<file path="src/rtl/ara_inval_coalescer.sv">
// Line-aligning, de-duplicating invalidation queue between Ara's write-path filter and CVA6.
// Requests that hit a queued line are merged; the entry being popped this cycle is excluded.
module ara_inval_coalescer #(
    parameter int unsigned AddrWidth   = 64,
    parameter int unsigned L1LineWidth = 16,
    parameter int unsigned Depth       = 4
) (
    input  logic                 clk_i,
    input  logic                 rst_ni,
    input  logic                 en_i,
    input  logic [AddrWidth-1:0] in_addr_i,
    input  logic                 in_valid_i,
    output logic                 in_ready_o,
    output logic [AddrWidth-1:0] out_addr_o,
    output logic                 out_valid_o,
    input  logic                 out_ready_i,
    output logic                 empty_o,
    output logic                 coalesced_o
);

    localparam int unsigned PtrW = $clog2(Depth);
    localparam int unsigned CntW = PtrW + 1;
    localparam logic [AddrWidth-1:0] LineMask = ~AddrWidth'(L1LineWidth - 1);

    logic [AddrWidth-1:0] mem_q [Depth];
    logic [Depth-1:0]     vld_q;
    logic [PtrW-1:0]      rd_ptr_q, wr_ptr_q, rd_next, wr_next;
    logic [CntW-1:0]      count_q, count_d;
    logic [AddrWidth-1:0] head_q, head_d;
    logic                 empty_q, coal_q;

    logic [AddrWidth-1:0] line;
    logic                 pop, push, merge, match, full;

    assign line    = in_addr_i & LineMask;
    assign full    = (count_q == CntW'(Depth));
    assign pop     = (count_q != '0) && out_ready_i;
    assign rd_next = rd_ptr_q + PtrW'(1);
    assign wr_next = wr_ptr_q + PtrW'(1);

    // The head leaving this cycle is no longer a merge target: the new request must be re-queued.
    always_comb begin
        match = 1'b0;
        for (int i = 0; i < Depth; i++) begin
            if (vld_q[i] && (mem_q[i] == line) && !(pop && (PtrW'(i) == rd_ptr_q))) begin
                match = 1'b1;
            end
        end
    end

    assign in_ready_o = !en_i || match || !full || pop;
    assign push       = en_i && in_valid_i && !match && (!full || pop);
    assign merge      = en_i && in_valid_i && match;

    always_comb begin
        count_d = count_q;
        case ({push, pop})
            2'b10:   count_d = count_q + CntW'(1);
            2'b01:   count_d = count_q - CntW'(1);
            default: count_d = count_q;
        endcase
    end

    // Head register is precomputed so out_addr_o never sees a combinational path from in_*.
    always_comb begin
        head_d = head_q;
        if (count_d == '0) begin
            head_d = '0;
        end else if (pop) begin
            head_d = (count_q == CntW'(1)) ? line : mem_q[rd_next];
        end else if (count_q == '0) begin
            head_d = line;
        end
    end

    always_ff @(posedge clk_i or negedge rst_ni) begin
        if (!rst_ni) begin
            for (int i = 0; i < Depth; i++) begin
                mem_q[i] <= '0;
            end
            vld_q    <= '0;
            rd_ptr_q <= '0;
            wr_ptr_q <= '0;
            count_q  <= '0;
            head_q   <= '0;
            empty_q  <= 1'b1;
            coal_q   <= 1'b0;
        end else begin
            if (pop) begin
                vld_q[rd_ptr_q] <= 1'b0;
                rd_ptr_q        <= rd_next;
            end
            if (push) begin
                mem_q[wr_ptr_q] <= line;
                vld_q[wr_ptr_q] <= 1'b1;
                wr_ptr_q        <= wr_next;
            end
            count_q <= count_d;
            head_q  <= head_d;
            empty_q <= (count_d == '0);
            coal_q  <= merge;
        end
    end

    assign out_valid_o = (count_q != '0);
    assign out_addr_o  = head_q;
    assign empty_o     = empty_q;
    assign coalesced_o = coal_q;

`ifndef SYNTHESIS
    logic dup;
    always_comb begin
        dup = 1'b0;
        for (int i = 0; i < Depth; i++) begin
            for (int j = i + 1; j < Depth; j++) begin
                if (vld_q[i] && vld_q[j] && (mem_q[i] == mem_q[j])) begin
                    dup = 1'b1;
                end
            end
        end
    end

    a_no_pop_empty: assert property (@(posedge clk_i) disable iff (!rst_ni)
        !(pop && (count_q == '0)));
    a_no_push_full: assert property (@(posedge clk_i) disable iff (!rst_ni)
        !(push && full && !pop));
    a_out_aligned: assert property (@(posedge clk_i) disable iff (!rst_ni)
        out_valid_o |-> ((out_addr_o & ~LineMask) == '0));
    a_no_dup: assert property (@(posedge clk_i) disable iff (!rst_ni) !dup);
`endif

endmodule

</file>
<file path="config.mk">
export PLATFORM = sky130hd
export DESIGN_NAME = ara_inval_coalescer
export DESIGN_NICKNAME = d
export VERILOG_FILES = /design/src/rtl/ara_inval_coalescer.sv
export SDC_FILE = /design/constraint.sdc
export NUM_CORES = 1
export LEC_CHECK = 0
export ABC_AREA = 1
export CAP_MARGIN = 20
export CORE_ASPECT_RATIO = 2
export CORE_MARGIN = 5
export CORE_UTILIZATION = 55
export CTS_CLUSTER_DIAMETER = 50
export DETAILED_ROUTE_END_ITERATION = 10
export GPL_TIMING_DRIVEN = 0
export PLACE_DENSITY = 0.78
export SLEW_MARGIN = 40
export SYNTH_ARGS = -nofsm -noshare
export SYNTH_HDL_FRONTEND = slang
export SYNTH_SLANG_ARGS = --single-unit
</file>
<file path="constraint.sdc">
create_clock -name clk_i -period 8.85 [get_ports clk_i]
set_input_delay 0.885 -clock clk_i [delete_from_list [all_inputs] [get_ports clk_i]]
set_output_delay 0.885 -clock clk_i [all_outputs]
set_load 0.02 [all_outputs]
</file>
==> results.sh <==
export IMPL_cpPeakStageDelay_ns=0.71
export IMPL_die_h_um=282
export IMPL_clkTransAtPathRegs_ns=0.07
export IMPL_startpoint_type="flip-flop"
export IMPL_port_buffer_count=68
export IMPL_nets=3304
export IMPL_drc_errors=0
export IMPL_dieArea_um2=41200
export IMPL_netlist_area_um2=20400
export IMPL_drt_iter0_markers=2695
export IMPL_slowest_stage="nand2_1"
export IMPL_seq_power_share_pct=28.9
export IMPL_drv_slew=0
export IMPL_first_pass_iters=6
export IMPL_grt_pass1_wl_mm=140
export IMPL_ant_nets=0
export IMPL_cp_end_kind="flip-flop"
export IMPL_p_per_area_nw_per_um2=415
export IMPL_cp_depth=23
export IMPL_cts_sinks=313
export IMPL_fin_skew_ns=0.0160
export IMPL_p_sw_share_pct=53.5
export IMPL_p_sw_mw=5.05
export IMPL_grt_use_total_pct=45.8
export IMPL_crit_top_cell="nand2_1"
export IMPL_worstPathRequired_ns=9.37
export IMPL_grt_pass1_vias=22137
export IMPL_crit_start="rd_ptr_q[0]"
export IMPL_vias_per_cell=6.27
export IMPL_antenna_found_initial=0
export IMPL_fill_cells=3354
export IMPL_root_buffer="clkbuf_16"
export IMPL_start_util_pct=55.7
export IMPL_worstPathCellList="clkinv_1 -> clkbuf_1 -> ha_1 -> nand2_1 -> nand2_1 -> nor2_1 -> nand2_1 -> nor2_1 -> nand2_1 -> nand2_1 -> nor2_2 -> buf_6 -> nand2_1 -> inv_1 -> ha_1 -> nand2_1 -> o21ai_0 -> nand2_1 -> a32o_1 -> nand2_1 -> clkbuf_1 -> o21ai_0 -> a21oi_1"
export IMPL_cp_max_fo=11
export IMPL_ir_drop_mv=0.356
export IMPL_pin_count=137
export IMPL_cp_top_family="simple AND/OR/NAND/NOR gates"
export IMPL_slew_limit_headroom_pct=34.7
export IMPL_ctsResizeCount=0
export IMPL_cts_buffers=30
export IMPL_status="finished, final reports clean"
export IMPL_r2r_start="rd_ptr_q[0]"
export IMPL_total_power_mw=9.45
export IMPL_crit_type="reg -> reg"
export IMPL_num_vias=23185
export IMPL_tns_ns=0
export IMPL_crit_buf_inv=5
export IMPL_ys_seq_elements=313
export IMPL_die_w_um=146
export IMPL_htreeDepth=1
export IMPL_syn_area_per_cell_um2=6.54
export IMPL_grt_overflow=0
export IMPL_place_congestion=1.05
export IMPL_placed_area_um2=21800
export IMPL_layout_common_cells="nand2_1, dfrtp_1, nor2_1"
export IMPL_yosys_warnings=0
export IMPL_final_common_cell="nand2_1"
export IMPL_synth_cells=3112
export IMPL_post_route_period_util_pct=58.4
export IMPL_p_int_mw=4.40
export IMPL_hold_viol_final=0
export IMPL_hold_path_class="in -> async"
export IMPL_fin_area_um2=22800
export IMPL_drive_gt1_share_pct=6.01
export IMPL_synth_distinct_cells=30
export IMPL_core_um2=36500
export IMPL_clockBufferDepth=3
export IMPL_cap_violations=0
export IMPL_fmax_ghz=0.194
export IMPL_grt_start_max_net_pins=71
export IMPL_clkLatencyLatePin_ns=0.60
export IMPL_totalWireLength_mm=97.1
export IMPL_ys_seq_area_share_pct=38.5
export IMPL_p_comb_share_pct=56.7
export IMPL_critPathArrivalTime_ns=5.68
export IMPL_cts_tree="built"
export IMPL_synthToLayoutAreaGrowth_pct=11.8
export IMPL_r2r_cells=23
export IMPL_clkPwrFrac_pct=14.4
export IMPL_setup_violations=0
export IMPL_min_period_ns=5.16
export IMPL_rsz0062_at_grt="false"
export IMPL_rows=99
export IMPL_leakage_nw=11.8
export IMPL_cts_setup_buffers=0
export IMPL_wire_per_inst_um=26.2
export IMPL_hpwl_mm=73.2
export IMPL_tightest_slew_ns=0.976
export IMPL_cts_hold_buf=0
kinds of logic after synthesis:
logic type	share of synthesized area, %
and+or+nand+nor	37.4
buffers and inverters	10.1
AOI/OAI and AO/OA	10.3
DFF	38.5
xor gates and xnor gates	2.88
adders and majority gates	0.860
other	0.0184
registers in the layout, summed over array words and instances (netlist names):
name / flops
rd_ptr_q: 2
wr_ptr_q: 2
mem_q: 240
vld_q: 4
count_q: 3
coalesced_o: 1
empty_o: 1
out_addr_o: 60
cell type report:
cell class | instances | area (um2) | share of cell area, %
Multi-Input combinational cell | 2313 | 10500 | 46.0
Sequential cell | 313 | 7830 | 34.4
Buffer | 241 | 1130 | 4.98
Inverter | 248 | 931 | 4.09
Clock buffer | 47 | 926 | 4.07
Timing Repair Buffer | 74 | 811 | 3.56
Tap cell | 454 | 568 | 2.49
Clock inverter | 8 | 78.8 | 0.346
Antenna cell | 1 | 2.50 | 0.0110
Yosys cell counts:
library cell | number | area, um2
nor2_1 | 257 | 965
buf_2 | 89 | 445
nand3b_1 | 10 | 75.1
nand2_4 | 1 | 11.3
o211ai_1 | 1 | 7.51
a32o_1 | 7 | 70.1
nand2_1 | 1251 | 4700
inv_1 | 244 | 916
xor2_1 | 67 | 587
nor2_2 | 1 | 6.26
clkbuf_1 | 112 | 420
dfstp_2 | 1 | 26.3
ha_1 | 14 | 175
nand3_2 | 3 | 30.0
inv_2 | 2 | 7.51
dfrtp_1 | 312 | 7810
o221ai_1 | 1 | 8.76
nor4_1 | 23 | 144
o21ai_1 | 1 | 5.00
buf_1 | 13 | 48.8
nand4_1 | 256 | 1600
nand3_1 | 10 | 50.1
o21ai_0 | 230 | 1150
conb_1 | 1 | 3.75
or2_2 | 4 | 25.0
nand2_2 | 1 | 6.26
clkinv_1 | 2 | 7.51
buf_4 | 26 | 195
buf_6 | 1 | 11.3
a21oi_1 | 171 | 856
power by group through the flow:
stage / logic (mW) / clock network, mW / registers (mW)
CTS: 5.15 / 1.34 / 2.69
finish: 5.36 / 1.36 / 2.73
floorplan: 2.88 / 0 / 2.74
detailed placement: 5.12 / 0 / 2.71
global placement: 5.00 / 0 / 2.67
global route: 5.68 / 1.40 / 2.80
worst paths after layout:
kind / end / slack, ns
setup / recovery: out_addr_o[14] / 3.69
hold / removal: wr_ptr_q[0] / 0.22
setup reg to reg: out_addr_o[14] / 3.69
hold reg to reg: mem_q[88] / 0.50
max in group asynchronous: out_addr_o[34] / 7.49
min in group clk_i: mem_q[88] / 0.50
worst reg2reg max path, delay by kind of cell (launching register included):
| family | cells | cell delay (ns) |
|---|---|---|
| buf+inv | 5 | 1.66 |
| fa+ha+maj | 2 | 0.50 |
| flops | 1 | 0.42 |
| compound gates | 4 | 0.69 |
| simple gates | 12 | 1.82 |
per-stage QoR:
step           instances  setup WS, ns  util, %  hold slack (ns)
6_report            3699          3.69     62.3            0.222
5_1_grt             3698          3.50     62.3            0.270
4_1_cts             3697          3.94     62.3            0.250
3_5_place_dp        3642          3.61     59.5            0.481
3_3_place_gp        3637         -6.76     59.2            0.476
2_1_floorplan       3115          5.50        -            0.462
per-layer routing:
metal / GRT usage [%] / share of wire (%) / up-vias
met2: 77.0 / 47 / 1763
met5: 0 / 0 / -
li1: - / - / 10171
met4: 41.9 / 12 / 0
met1: 48.8 / 31 / 10648
met3: 8.34 / 9.7 / 603
Power figures use the tool's default switching activity.
